===== config.mk =====
export PLATFORM = sky130hd
export DESIGN_NAME = mic_adc_capture_flat
export DESIGN_NICKNAME = d
export VERILOG_FILES = /design/src/rtl/mic_adc_capture_if.sv /design/src/rtl/mic_adc_capture.sv /design/src/flat_wrapper.sv
export SDC_FILE = /design/constraint.sdc
export NUM_CORES = 1
export LEC_CHECK = 0
export ABC_AREA = 0
export CORE_ASPECT_RATIO = 1.5
export CORE_UTILIZATION = 65
export CTS_BUF_LIST = sky130_fd_sc_hd__clkbuf_8
export DETAILED_ROUTE_END_ITERATION = 8
export DONT_BUFFER_PORTS = 1
export GPL_ROUTABILITY_DRIVEN = 0
export MAX_ROUTING_LAYER = met4
export PLACE_DENSITY = 0.8
export REMOVE_ABC_BUFFERS = 1
export SYNTH_ARGS = -nofsm -noshare
export SYNTH_HDL_FRONTEND = slang
export SYNTH_SLANG_ARGS = --single-unit

===== constraint.sdc =====
create_clock -name clk_in -period 4.98 [get_ports clk_in]
set_input_delay 0.996 -clock clk_in [delete_from_list [all_inputs] [get_ports clk_in]]
set_output_delay 0.996 -clock clk_in [all_outputs]
set_load 0.02 [all_outputs]

===== src/rtl/mic_adc_capture_if.sv =====
// Bus between the microphone ADC capture block and its neighbours.
//
// Signals:
//   enable_in    - high lets the capture block issue sample ticks
//   sdo_in       - serial data from the ADC, MSB first
//   cs_n_out     - ADC chip select, active low
//   sclk_out     - ADC serial clock, idles low
//   x_out        - signed 16-bit sample for the lowpass stage, held between updates
//   ready_out    - one-cycle strobe, x_out was updated this cycle
//   overrun_out  - sticky, a sample tick arrived while a conversion was running
//
// The master modport is the capture block; the slave modport is the
// surrounding system (ADC pins, downstream filter, control).
interface mic_adc_capture_if;
  logic               enable_in;
  logic               sdo_in;
  logic               cs_n_out;
  logic               sclk_out;
  logic signed [15:0] x_out;
  logic               ready_out;
  logic               overrun_out;

  modport master (
    input  enable_in, sdo_in,
    output cs_n_out, sclk_out, x_out, ready_out, overrun_out
  );

  modport slave (
    output enable_in, sdo_in,
    input  cs_n_out, sclk_out, x_out, ready_out, overrun_out
  );
endinterface


===== src/rtl/mic_adc_capture.sv =====
// Microphone ADC capture: paces audio samples from clk_in, runs one serial
// ADC frame per sample (chip select, 16 serial clocks, MSB-first data) and
// presents the 12-bit offset-binary result as a signed 16-bit sample.
//
// Ports:
//   clk_in  - system clock, single clock domain
//   rst_in  - asynchronous, active-low reset
//   bus     - mic_adc_capture_if.master (enable, ADC pins, sample output)
//
// Parameters:
//   SAMPLE_PERIOD - clk_in cycles per audio sample
//   SCLK_DIV      - clk_in cycles per sclk_out half-period (2..64)
//   ADC_BITS      - ADC result width, must be 12
//   PERIOD_CHECK  - 1 enables the SAMPLE_PERIOD legality assertion; only a
//                   test harness that wants to force overruns sets it to 0
//
// Frame timing, tick in cycle T:
//   T+1 .. T+D            SETUP   cs_n low, sclk low
//   T+D+1 .. T+33D        SHIFT   32 sclk half-periods, first one high
//   T+33D+1               SHIFT   trailing low cycle before cs_n rises
//   T+33D+2               CONVERT cs_n high, x_out valid, ready_out high
module mic_adc_capture #(
  parameter int SAMPLE_PERIOD = 2272,
  parameter int SCLK_DIV      = 4,
  parameter int ADC_BITS      = 12,
  parameter int PERIOD_CHECK  = 1
) (
  input  logic               clk_in,
  input  logic               rst_in,
  mic_adc_capture_if.master  bus
);

  localparam int CNT_W = (SAMPLE_PERIOD > 1) ? $clog2(SAMPLE_PERIOD) : 1;
  localparam int DIV_W = $clog2(SCLK_DIV);

  typedef enum logic [1:0] {
    IDLE    = 2'd0,
    SETUP   = 2'd1,
    SHIFT   = 2'd2,
    CONVERT = 2'd3
  } state_t;

  state_t             state_q;
  state_t             state_d;
  logic [CNT_W-1:0]   tick_cnt_q;
  logic               tick;
  logic [DIV_W-1:0]   div_cnt_q;
  logic [5:0]         half_cnt_q;
  logic               div_done;
  logic               last_half;
  logic               sclk_high;
  logic               capture;
  logic [15:0]        shift_q;
  logic signed [15:0] x_q;
  logic               overrun_q;

  // ---------------------------------------------------------------------
  // Sample tick counter: free-runs 0..SAMPLE_PERIOD-1 while enabled.
  // ---------------------------------------------------------------------
  // NOTE: state registers use non-blocking assignments so every flop in the
  // block samples the pre-edge values, independent of statement order.
  always_ff @(posedge clk_in or negedge rst_in) begin
    if (!rst_in) begin
      tick_cnt_q <= '0;
    end else if (!bus.enable_in) begin
      tick_cnt_q <= '0;
    end else if (tick_cnt_q == CNT_W'(SAMPLE_PERIOD - 1)) begin
      tick_cnt_q <= '0;
    end else begin
      tick_cnt_q <= tick_cnt_q + CNT_W'(1);
    end
  end

  assign tick = bus.enable_in && (tick_cnt_q == CNT_W'(SAMPLE_PERIOD - 1));

  // ---------------------------------------------------------------------
  // Serial clock timing: div_cnt paces half-periods, half_cnt counts them.
  // half_cnt = 32 is the single trailing low cycle that closes the frame.
  // ---------------------------------------------------------------------
  assign div_done  = (div_cnt_q == DIV_W'(SCLK_DIV - 1));
  assign last_half = (half_cnt_q == 6'd32);
  // Even half-periods are the high phases; half_cnt[5] masks the tail cycle.
  assign sclk_high = (state_q == SHIFT) && !half_cnt_q[5] && !half_cnt_q[0];
  // First cycle of a high phase is the cycle sclk_out rises.
  assign capture   = sclk_high && (div_cnt_q == '0);

  always_ff @(posedge clk_in or negedge rst_in) begin
    if (!rst_in) begin
      div_cnt_q  <= '0;
      half_cnt_q <= '0;
    end else begin
      case (state_q)
        SETUP: begin
          div_cnt_q  <= div_done ? '0 : div_cnt_q + DIV_W'(1);
          half_cnt_q <= '0;
        end
        SHIFT: begin
          div_cnt_q <= div_done ? '0 : div_cnt_q + DIV_W'(1);
          if (div_done && !last_half) begin
            half_cnt_q <= half_cnt_q + 6'd1;
          end
        end
        default: begin
          div_cnt_q  <= '0;
          half_cnt_q <= '0;
        end
      endcase
    end
  end

  // ---------------------------------------------------------------------
  // FSM: state register / next state / outputs.
  // ---------------------------------------------------------------------
  always_ff @(posedge clk_in or negedge rst_in) begin
    if (!rst_in) begin
      state_q <= IDLE;
    end else begin
      state_q <= state_d;
    end
  end

  // NOTE: combinational blocks assign a default to every output first, so
  // no path through the case statement can leave a value held (no latch).
  always_comb begin
    state_d = state_q;
    case (state_q)
      IDLE:    if (tick)      state_d = SETUP;
      SETUP:   if (div_done)  state_d = SHIFT;
      SHIFT:   if (last_half) state_d = CONVERT;
      CONVERT:                state_d = IDLE;
      default:                state_d = IDLE;
    endcase
  end

  always_comb begin
    bus.cs_n_out  = 1'b1;
    bus.sclk_out  = 1'b0;
    bus.ready_out = 1'b0;
    case (state_q)
      SETUP:   bus.cs_n_out  = 1'b0;
      SHIFT: begin
        bus.cs_n_out = 1'b0;
        bus.sclk_out = sclk_high;
      end
      CONVERT: bus.ready_out = 1'b1;
      default: ;
    endcase
  end

  // ---------------------------------------------------------------------
  // Data path: 16-bit capture, offset-binary to two's complement, overrun.
  // ---------------------------------------------------------------------
  // NOTE: the shift register is reset even though every frame refills it,
  // so that an aborted frame can never leak stale bits into a later result.
  always_ff @(posedge clk_in or negedge rst_in) begin
    if (!rst_in) begin
      shift_q <= '0;
    end else if (capture) begin
      shift_q <= {shift_q[14:0], bus.sdo_in};
    end
  end

  // The four lead-in bits have been shifted into shift_q[15:12] and are
  // ignored; the result lands in x_q as CONVERT begins.
  always_ff @(posedge clk_in or negedge rst_in) begin
    if (!rst_in) begin
      x_q <= '0;
    end else if ((state_q == SHIFT) && last_half) begin
      x_q <= {~shift_q[11], shift_q[10:0], 4'b0000};
    end
  end

  // A tick is only accepted in IDLE; anywhere else it is dropped and noted.
  always_ff @(posedge clk_in or negedge rst_in) begin
    if (!rst_in) begin
      overrun_q <= 1'b0;
    end else if (tick && (state_q != IDLE)) begin
      overrun_q <= 1'b1;
    end
  end

  assign bus.x_out       = x_q;
  assign bus.overrun_out = overrun_q;

  // ---------------------------------------------------------------------
  // Simulation checks on configuration and strobe behaviour.
  // ---------------------------------------------------------------------
  param_legal: assert property (@(posedge clk_in) disable iff (!rst_in)
    (ADC_BITS == 12) && (SCLK_DIV >= 2) && (SCLK_DIV <= 64));

  generate
    if (PERIOD_CHECK != 0) begin : g_period_check
      period_legal: assert property (@(posedge clk_in) disable iff (!rst_in)
        SAMPLE_PERIOD >= 33 * SCLK_DIV + 3);
    end
  endgenerate

  ready_single: assert property (@(posedge clk_in) disable iff (!rst_in)
    (state_q == CONVERT) |=> (state_q != CONVERT));

endmodule


===== src/flat_wrapper.sv =====
// flat-port wrapper written by rule: the top's interface ports become plain ports
module mic_adc_capture_flat 
#(
  parameter int SAMPLE_PERIOD = 2272,
  parameter int SCLK_DIV      = 4,
  parameter int ADC_BITS      = 12,
  parameter int PERIOD_CHECK  = 1
)
  (clk_in, rst_in, bus_enable_in, bus_sdo_in, bus_cs_n_out, bus_sclk_out, bus_x_out, bus_ready_out, bus_overrun_out);
  mic_adc_capture_if bus_i ();
  input  logic clk_in;
  input  logic rst_in;
  input wire logic [$bits(bus_i.enable_in)-1:0] bus_enable_in;
  input wire logic [$bits(bus_i.sdo_in)-1:0] bus_sdo_in;
  output wire logic [$bits(bus_i.cs_n_out)-1:0] bus_cs_n_out;
  output wire logic [$bits(bus_i.sclk_out)-1:0] bus_sclk_out;
  output wire logic [$bits(bus_i.x_out)-1:0] bus_x_out;
  output wire logic [$bits(bus_i.ready_out)-1:0] bus_ready_out;
  output wire logic [$bits(bus_i.overrun_out)-1:0] bus_overrun_out;
  assign bus_i.enable_in = bus_enable_in;
  assign bus_i.sdo_in = bus_sdo_in;
  assign bus_cs_n_out = bus_i.cs_n_out;
  assign bus_sclk_out = bus_i.sclk_out;
  assign bus_x_out = bus_i.x_out;
  assign bus_ready_out = bus_i.ready_out;
  assign bus_overrun_out = bus_i.overrun_out;
  mic_adc_capture #(.SAMPLE_PERIOD(SAMPLE_PERIOD), .SCLK_DIV(SCLK_DIV), .ADC_BITS(ADC_BITS), .PERIOD_CHECK(PERIOD_CHECK)) u_core (.clk_in(clk_in), .rst_in(rst_in), .bus(bus_i));
endmodule

==> qor.txt, run 1 <==
Drt first-iter violations: 26
CP Max Fanout: 10
Die area: 3630 sq um
# rows: 25
Register Area: 1180 sq um
Synth async-reset ratio: 100%
PostCTS Resize Cnt: 0
Final period util: 56.6%
First-pass GRT wire length: 5.69 mm
Worst setup EP type: output port
CTS clk-pin slew, worst paths: 0.08 ns
I/O pins: 24
P_leak: 1.12 nW
CP max stage delay: 0.66 ns
Crit path cell chain: inv_1 > ha_1 > nor3b_1
Router iterations before antenna repair: 4
Setup TNS: 0 ns
Fillers: 229
Initial antenna violation count: 0
I/O Buffers: 0
Peak supply drop: 0.000222 V
Footprint of the multi-input gates: 938 sq um
Setup Crit Path Kind: register to output port
Startpoint types: register
CP Data Arrival Time: 1.82 ns
Clock buffer count from CTS: 5
Most common cell after layout, fill and taps aside: dfrtp_1
GRT Overall Usage: 21.8%
Most frequent cells in the layout: 47 x dfrtp_1, 15 x mux2_2, 12 x nor2_1
Count of cell types in the netlist: 37
Min cycle time layout: 2.82 ns
Unrepaired setup endpoints after global routing: false
Vias in the first global route: 1332
Post-Syn Area: 2200 sq um
Mapped Cells: 173
Main synth FF type: dfrtp_1
Slew Limit Headroom: 50.3%
Fmax: 355 MHz
Hold Buf Count CTS: 0
Final Slew Violations: 0
Reg2reg start: u_core.state_q[0]
# diodes: 0
TritonCTS Sinks: 47
Post-synth EDFFs: 0
Ys Warns: 0
Clk_lat worst skew: 0.30 ns
Slowest CP cell: nor3b_1
Dpl hpwl: 2.38 mm
Antenna viol nets, final: 0
Synth Register Bits: 47
# Max-Cap Violations: 0
Final setup viols: 0
Total power after layout: 0.606 mW
Postcts setup bufs: 0
Die height: 73.3 um
Clk_skew: 0.00691 ns
Total Wirelength: 3.32 mm
Clk root buf: clkbuf_8
Largest net degree at the start of global routing: 48
Remaining global-route overflow: 0
Syn_area_per_cell: 12.7 sq um
Critical R2R Capture: u_core.shift_q[7]
Share of cells above drive strength 1: 18.8%
Status: finished, final reports clean
Final Net Count: 189
Synth area leaders: dfrtp_1 53%, mux2_2 7.7%, ha_1 5.7%, mux2_4 5.5%, xnor2_1 4.0%
CTS tree: built
Area grow syn2layout: 3.29%
Post-synthesis sequential area ratio: 53.4%
Die W: 49.5 um
Leading area contributor after synthesis: dfrtp_1
CTS max path bufs: 2
Pwr dens: 266 nW/um^2
Starting Density: 69.1%
DRC viols: 0
R2R setup slack: 2.40 ns
Avg WL per Cell: 15.4 um
Worst R2R Path Depth: 5
Worst min path class: input pin to async pin
Routed vias/inst: 5.63
Final Hold Fails: 0
Yosys top cell area share: 53.4%
Routed via count: 1216
Measured slew at the worst slew-check pin: 0.744 ns
Worst EP required: 3.98 ns
CORE AREA: 3190 sq um
Htree depth: 2
cell usage after synthesis, drive strengths merged (3+ instances only):
library cell and count:
nand3 3, dfrtp 47, nor3 3, inv 8
and2 7, nor2 12, xor2 4, xnor2 10
nand2 7, ha 10, buf 7, mux2i 3
mux2 23, nand4 7
final cells by class:
cell class                      instances  area share (%)
Sequential cell                        47            51.7
Clock inverter                          3           0.550
Tap cell                               40            2.20
Multi-Input combinational cell        113            41.2
Clock buffer                            5            3.02
Inverter                                8            1.32
routing by layer:
metal	wire [um]	share of wire [%]	GRT usage [%]	vias to the layer above
met4	78	2.4	11.4	0
met5	0	0	-	-
met3	143	4.3	5.18	6
li1	-	-	-	584
met2	1730	52	36.8	29
met1	1360	41	23.7	597
power breakdown:
part | total (mW) | internal [mW] | switching, mW
Clock | 0.213 | 0.0944 | 0.118
Sequential | 0.385 | 0.383 | 0.00199
Combinational | 0.00777 | 0.00201 | 0.00576
Total | 0.606 | 0.480 | 0.126
sequential cells by signal, indices dropped and copies added, names as in the netlist:
register and count:
u_core.div_cnt_q 2, u_core.bus.overrun_out 1, u_core.bus.x_out 12, u_core.state_q 2, u_core.shift_q 12, u_core.tick_cnt_q 12
u_core.half_cnt_q 6
worst max path at each step:
stage          slack (ns)  cells after the start         startpoint                end
5_1_grt              2.05                      3  u_core.state_q[0]       bus_sclk_out
4_1_cts              2.14                      3  u_core.state_q[0]       bus_sclk_out
3_5_place_dp         2.39                      5  u_core.state_q[0]  u_core.shift_q[3]
6_report             2.16                      3  u_core.state_q[0]       bus_sclk_out
3_3_place_gp         2.47                      5  u_core.state_q[0]  u_core.shift_q[3]
2_1_floorplan        2.66                      3  u_core.state_q[0]       bus_sclk_out
through the flow:
stage / setup slack [ns] / cell area, sq um / hold slack [ns] / util [%] / cells
after global routing: 2.05 / 2280 / 0.366 / 71.3 / 216
after detailed placement: 2.39 / 2190 / 0.474 / 68.8 / 208
after floorplan: 2.66 / 2140 / 0.436 / - / 168
after global placement: 2.47 / 2190 / 0.454 / 68.8 / 208
final: 2.16 / 2280 / 0.383 / 71.3 / 216
after CTS: 2.14 / 2280 / 0.372 / 71.3 / 216
kinds of logic after synthesis:
family / count (synthesis) / synth area share [%]
simple gates: 51 / 13.4
flops: 47 / 53.4
mux: 26 / 14.5
buf+inv: 16 / 4.54
xor+xnor: 14 / 5.56
fa+ha+maj: 10 / 5.68
compound gates: 8 / 2.78
other cells: 1 / 0.170
critical path: cells and delay by family, from the launching register on:
| family | cells | cell delay, ns |
|---|---|---|
| buffers and inverters | 1 | 0.13 |
| adders and majority gates | 1 | 0.33 |
| and+or+nand+nor | 1 | 0.66 |
| DFF | 1 | 0.41 |
No activity file was read; power rests on OpenSTA's default activity.
==> inputs of run 2 (changes only) <==
==> constraint.sdc (replaced) <==
create_clock -name clk_in -period 2.6 [get_ports clk_in]
set_input_delay 0.52 -clock clk_in [delete_from_list [all_inputs] [get_ports clk_in]]
set_output_delay 0.52 -clock clk_in [all_outputs]
set_load 0.02 [all_outputs]
==> run 2 against run 1 <==
- sequential share of layout area decreased by 1.6 points
- wire length increased by 9.9%
- largest power group unchanged
- sequential cell count unchanged
- first-iteration DRC count decreased by 15%
- critical path depth increased by 2
- largest cell class unchanged
- worst hold slack got worse by 0.32 ns
- final cell count increased by 0.93%
- sequential power increased by 92%
==> qor.txt, run 2 (synthesized netlist as in run 1, its figures left out) <==
Power Internal: 1.05 mW (+120%)
Total Wirelength: 3.65 mm (+9.9%)
Startpoint types: register
Setup Crit Path Kind: register to register
# Max-Cap Violations: 0 (unchanged)
Most frequent cells in the layout: 47 x dfrtp_1, 15 x mux2_2, 12 x nor2_1
CP max stage delay: 0.51 ns (-0.15 ns)
Setup TNS: 0 ns (unchanged)
GRT Overall Usage: 24.1% (+2.3 points)
Final Slew Violations: 0 (unchanged)
Routed vias/inst: 5.78 (+2.7%)
Peak supply drop: 0.000418 V (+88%)
Footprint of the multi-input gates: 938 sq um (unchanged)
Largest net degree at the start of global routing: 48 (unchanged)
Pwr dens: 560 nW/um^2 (+110%)
CTS max path bufs: 2 (unchanged)
P_leak: 1.15 nW (+2.6%)
Measured slew at the worst slew-check pin: 0.549 ns (-0.196 ns)
# rows: 25 (unchanged)
Router iterations before antenna repair: 4 (unchanged)
R2R setup slack: 0.42 ns (-1.98 ns)
Share of cells above drive strength 1: 20.8% (+2.0 points)
TritonCTS Sinks: 47 (unchanged)
Most common cell after layout, fill and taps aside: dfrtp_1
Worst EP required: 2.78 ns (-1.20 ns)
Worst setup EP type: register
Vias in the first global route: 1334 (+0.15%)
Final hold slack: 0.0635 ns (-0.319 ns)
CP Data Arrival Time: 2.36 ns (+0.54 ns)
Final setup viols: 0 (unchanged)
Die height: 73.3 um (unchanged)
Reg power frac: 56.1% (-7.5 points)
Routed via count: 1261 (+3.7%)
Net Sw Power: 0.262 mW (+110%)
Switching Fraction: 19.9% (-0.90 points)
Register Area: 1180 sq um (unchanged)
Remaining global-route overflow: 0 (unchanged)
Clk root buf: clkbuf_8
CORE AREA: 3190 sq um (unchanged)
Min cycle time layout: 2.18 ns
I/O pins: 24 (unchanged)
I/O Buffers: 0 (unchanged)
Dpl hpwl: 2.45 mm (+3.1%)
Combinational share of power: 2.4% (+1.1 points)
DRC viols: 0 (unchanged)
Critical R2R Capture: u_core.shift_q[6]
Die area: 3630 sq um (unchanged)
Fillers: 213 (-7.0%)
Clock power frac: 41.4% (+6.3 points)
Starting Density: 69.1% (unchanged)
Drt first-iter violations: 22 (-15%)
Initial antenna violation count: 0 (unchanged)
CP Max Fanout: 12 (+2)
Fin area: 2350 sq um (+3.1%)
Clk_lat worst skew: 0.29 ns (about the same)
Final period util: 83.9%
Cell Area, Placed: 2200 sq um (+0.34%)
Area grow syn2layout: 6.53%
Final Net Count: 191 (+1.1%)
Postcts setup bufs: 0 (unchanged)
CTS tree: built
Clock buffer count from CTS: 5 (unchanged)
# diodes: 0 (unchanged)
Reg2reg start: u_core.state_q[0]
Final Hold Fails: 0 (unchanged)
Fmax: 459 MHz
Worst R2R Path Depth: 5 (unchanged)
Avg WL per Cell: 16.7 um (+8.8%)
Die W: 49.5 um (unchanged)
Antenna viol nets, final: 0 (unchanged)
CTS clk-pin slew, worst paths: 0.09 ns (about the same)
First-pass GRT wire length: 6.19 mm (+8.9%)
Htree depth: 2 (unchanged)
Clk_skew: 0.00544 ns (-0.00147 ns)
Unrepaired setup endpoints after global routing: false
Crit path cell chain: inv_1 > ha_1 > nor3b_1 > and2_1 > mux2_2
Worst min path class: input pin to async pin
Util after Layout: 73.6% (+2.2 points)
Status: finished, final reports clean
Slew Limit Headroom: 63.4% (+13 points)
Total power after layout: 1.31 mW (+120%)
Slowest CP cell: and2_1
[run 2: power by group through the flow]
stage	combinational [mW]	sequential [mW]	clock, mW
after floorplan	0.0126	0.752	0
after global placement	0.0140	0.752	0
after detailed placement	0.0144	0.752	0
after CTS	0.0330	0.738	0.556
after global routing	0.0377	0.738	0.585
final	0.0321	0.738	0.545
[run 2: layout make-up]
type	count	area share, %
flip-flops and latches	47	50.1
well taps	40	2.13
clock buffers	6	3.52
repair buffers	2	1.49
clock inverters	2	1.49
multi-input cells	113	40.0
inverters	8	1.28
[run 2: through the flow]
step                std cells  setup slack, ns
floorplan                 168            0.305
global placement          209            0.568
detailed placement        209            0.431
CTS                       218            0.394
global route              218            0.279
finish                    218            0.420
[run 2: how the worst max path moves through the flow]
stage	from	end	slack [ns]	cells after the start
floorplan	u_core.state_q[0]	u_core.shift_q[0]	0.30	5
global placement	u_core.state_q[0]	u_core.shift_q[0]	0.57	5
detailed placement	u_core.state_q[0]	u_core.shift_q[4]	0.43	5
CTS	u_core.state_q[0]	u_core.shift_q[1]	0.39	5
global route	u_core.state_q[0]	u_core.shift_q[1]	0.28	5
finish	u_core.state_q[0]	u_core.shift_q[6]	0.42	5
[run 2: timing repair]
action,CTS,global route
hold endpoints to repair,47,0
gates resized for setup,0,0
hold buffers,1,0
[run 2: critical path: cells and delay by family, from the launching register on]
family                     cells  cell delay, ns
and+or+nand+nor                2            0.77
DFF                            1            0.41
muxes                          1            0.40
adders and majority gates      1            0.34
buffers and inverters          1            0.14
[run 2: metal layers]
metal / part of all wire, % / global-route usage (%) / vias to the layer above
met5: 0 / - / -
met4: 2.2 / 12.4 / 0
met3: 2.5 / 5.59 / 7
met2: 56 / 40.7 / 24
met1: 39 / 26.3 / 634
li1: - / - / 596
==> inputs of run 3 (changes only) <==
==> constraint.sdc (replaced) <==
create_clock -name clk_in -period 2.2 [get_ports clk_in]
set_input_delay 0.44 -clock clk_in [delete_from_list [all_inputs] [get_ports clk_in]]
set_output_delay 0.44 -clock clk_in [all_outputs]
set_load 0.02 [all_outputs]
==> run 3 against run 2 <==
- utilization about the same
- wire length fell by 1.4%
- clock power decreased by 1%
- final area is essentially flat
- clock skew is 0.0012 ns higher
- critical path depth decreased by 1
- critical path type is now register to output port
- largest cell class unchanged
==> qor.txt, run 3 (synthesized netlist as in run 1, its figures left out) <==
Area grow syn2layout: 6.59% (about the same)
Worst EP required: 1.76 ns (-1.02 ns)
Clk root buf: clkbuf_8
Worst setup EP type: output port
Largest net degree at the start of global routing: 48 (unchanged)
Peak supply drop: 0.000484 V (+16%)
Clk_lat worst skew: 0.30 ns (about the same)
Share of cells above drive strength 1: 21.7% (+0.88 points)
First-pass GRT wire length: 6.25 mm (+1.0%)
Vias in the first global route: 1359 (+1.9%)
Final period util: 94.7%
CTS clk-pin slew, worst paths: 0.08 ns (about the same)
Clk_skew: 0.00668 ns (+0.00124 ns)
CP Data Arrival Time: 1.64 ns (-0.72 ns)
Setup Crit Path Kind: register to output port
I/O pins: 24 (unchanged)
Worst min path class: input pin to register
Final setup viols: 0 (unchanged)
Die area: 3630 sq um (unchanged)
CP Max Fanout: 10 (-2)
Final Slew Violations: 0 (unchanged)
CTS max path bufs: 2 (unchanged)
Die W: 49.5 um (unchanged)
DRC viols: 0 (unchanged)
Antenna viol nets, final: 0 (unchanged)
# Max-Cap Violations: 0 (unchanged)
Avg WL per Cell: 16.3 um (-2.3%)
Most frequent cells in the layout: 47 x dfrtp_1, 15 x mux2_2, 12 x nor2_1
P_leak: 1.14 nW (-0.46%)
Dpl hpwl: 2.41 mm (-1.7%)
Min cycle time layout: 2.08 ns
TritonCTS Sinks: 47 (unchanged)
Starting Density: 69.1% (unchanged)
Total Wirelength: 3.60 mm (-1.4%)
Fmax: 480 MHz
Routed via count: 1285 (+1.9%)
Clock buffer count from CTS: 5 (unchanged)
CTS tree: built
Postcts setup bufs: 0 (unchanged)
Total power after layout: 1.45 mW (+10%)
Die height: 73.3 um (unchanged)
Htree depth: 2 (unchanged)
Final Hold Fails: 0 (unchanged)
Startpoint types: register
# diodes: 0 (unchanged)
GRT Overall Usage: 24.2% (+0.057 points)
Initial antenna violation count: 0 (unchanged)
Drt first-iter violations: 27 (+23%)
Routed vias/inst: 5.84 (+0.98%)
I/O Buffers: 0 (unchanged)
Pwr dens: 617 nW/um^2 (+10%)
Most common cell after layout, fill and taps aside: dfrtp_1
Router iterations before antenna repair: 4 (unchanged)
CORE AREA: 3190 sq um (unchanged)
Setup TNS: 0 ns (unchanged)
Remaining global-route overflow: 0 (unchanged)
Unrepaired setup endpoints after global routing: false
Final Net Count: 193 (+1.0%)
Status: finished, final reports clean
# rows: 25 (unchanged)
## run 3: routing by layer
layer | track usage, % | share of wire, % | wire (um)
met2 | 41.4 | 55 | 1980
met1 | 25.4 | 39 | 1410
met3 | 6.21 | 3.6 | 129
met5 | - | 0 | 0
met4 | 12.4 | 2.1 | 74
## run 3: cell type report
type / count / area [sq um]
multi-input combinational: 113 / 941
tap: 40 / 50.0
inverter: 8 / 30.0
timing repair buffer: 4 / 52.6
clock inverter: 2 / 16.3
sequential: 47 / 1180
clock buffer: 6 / 82.6
fill: 221 / 842
## run 3: final timing paths
path	cells past startpoint	from	slack, ns	end
max	4	u_core.state_q[0]	0.12	bus_sclk_out
min	1	bus_enable_in	0.27	u_core.tick_cnt_q[4]
max reg2reg	6	u_core.state_q[0]	0.22	u_core.shift_q[1]
min reg2reg	1	u_core.shift_q[11]	0.48	u_core.bus.x_out[15]
max in group asynchronous	2	rst_in	1.35	u_core.half_cnt_q[2]
min in group asynchronous	2	rst_in	0.63	u_core.bus.x_out[9]
## run 3: timing repair
action / 4_1_cts / 5_1_grt
hold endpoints to repair: 47 / 0
setup endpoints to repair: 0 / 1
gates resized for setup: 0 / 1
hold buffers: 2 / 0
## run 3: worst max-delay path: stages, from the launching register on
cell     delay [ns]
dfrtp_1        0.41
inv_1          0.14
ha_2           0.28
nor3b_1        0.31
buf_4          0.21
## run 3: metrics by stage
step                hold WS (ns)  cells  utilization, %  setup slack (ns)  cell area, sq um
floorplan                  0.144    168               -           -0.0952              2140
global placement           0.145    210            69.3             0.310              2210
detailed placement         0.145    210            69.3             0.228              2210
CTS                        0.262    220            73.5            0.0738              2350
global route               0.257    220            73.6            0.0615              2350
finish                     0.268    220            73.6             0.116              2350
## run 3: report_power, final
group | internal [mW] | total [mW] | switching [mW]
sequential | 0.867 | 0.872 | 0.00437
combinational | 0.0108 | 0.0401 | 0.0293
clock | 0.256 | 0.537 | 0.281
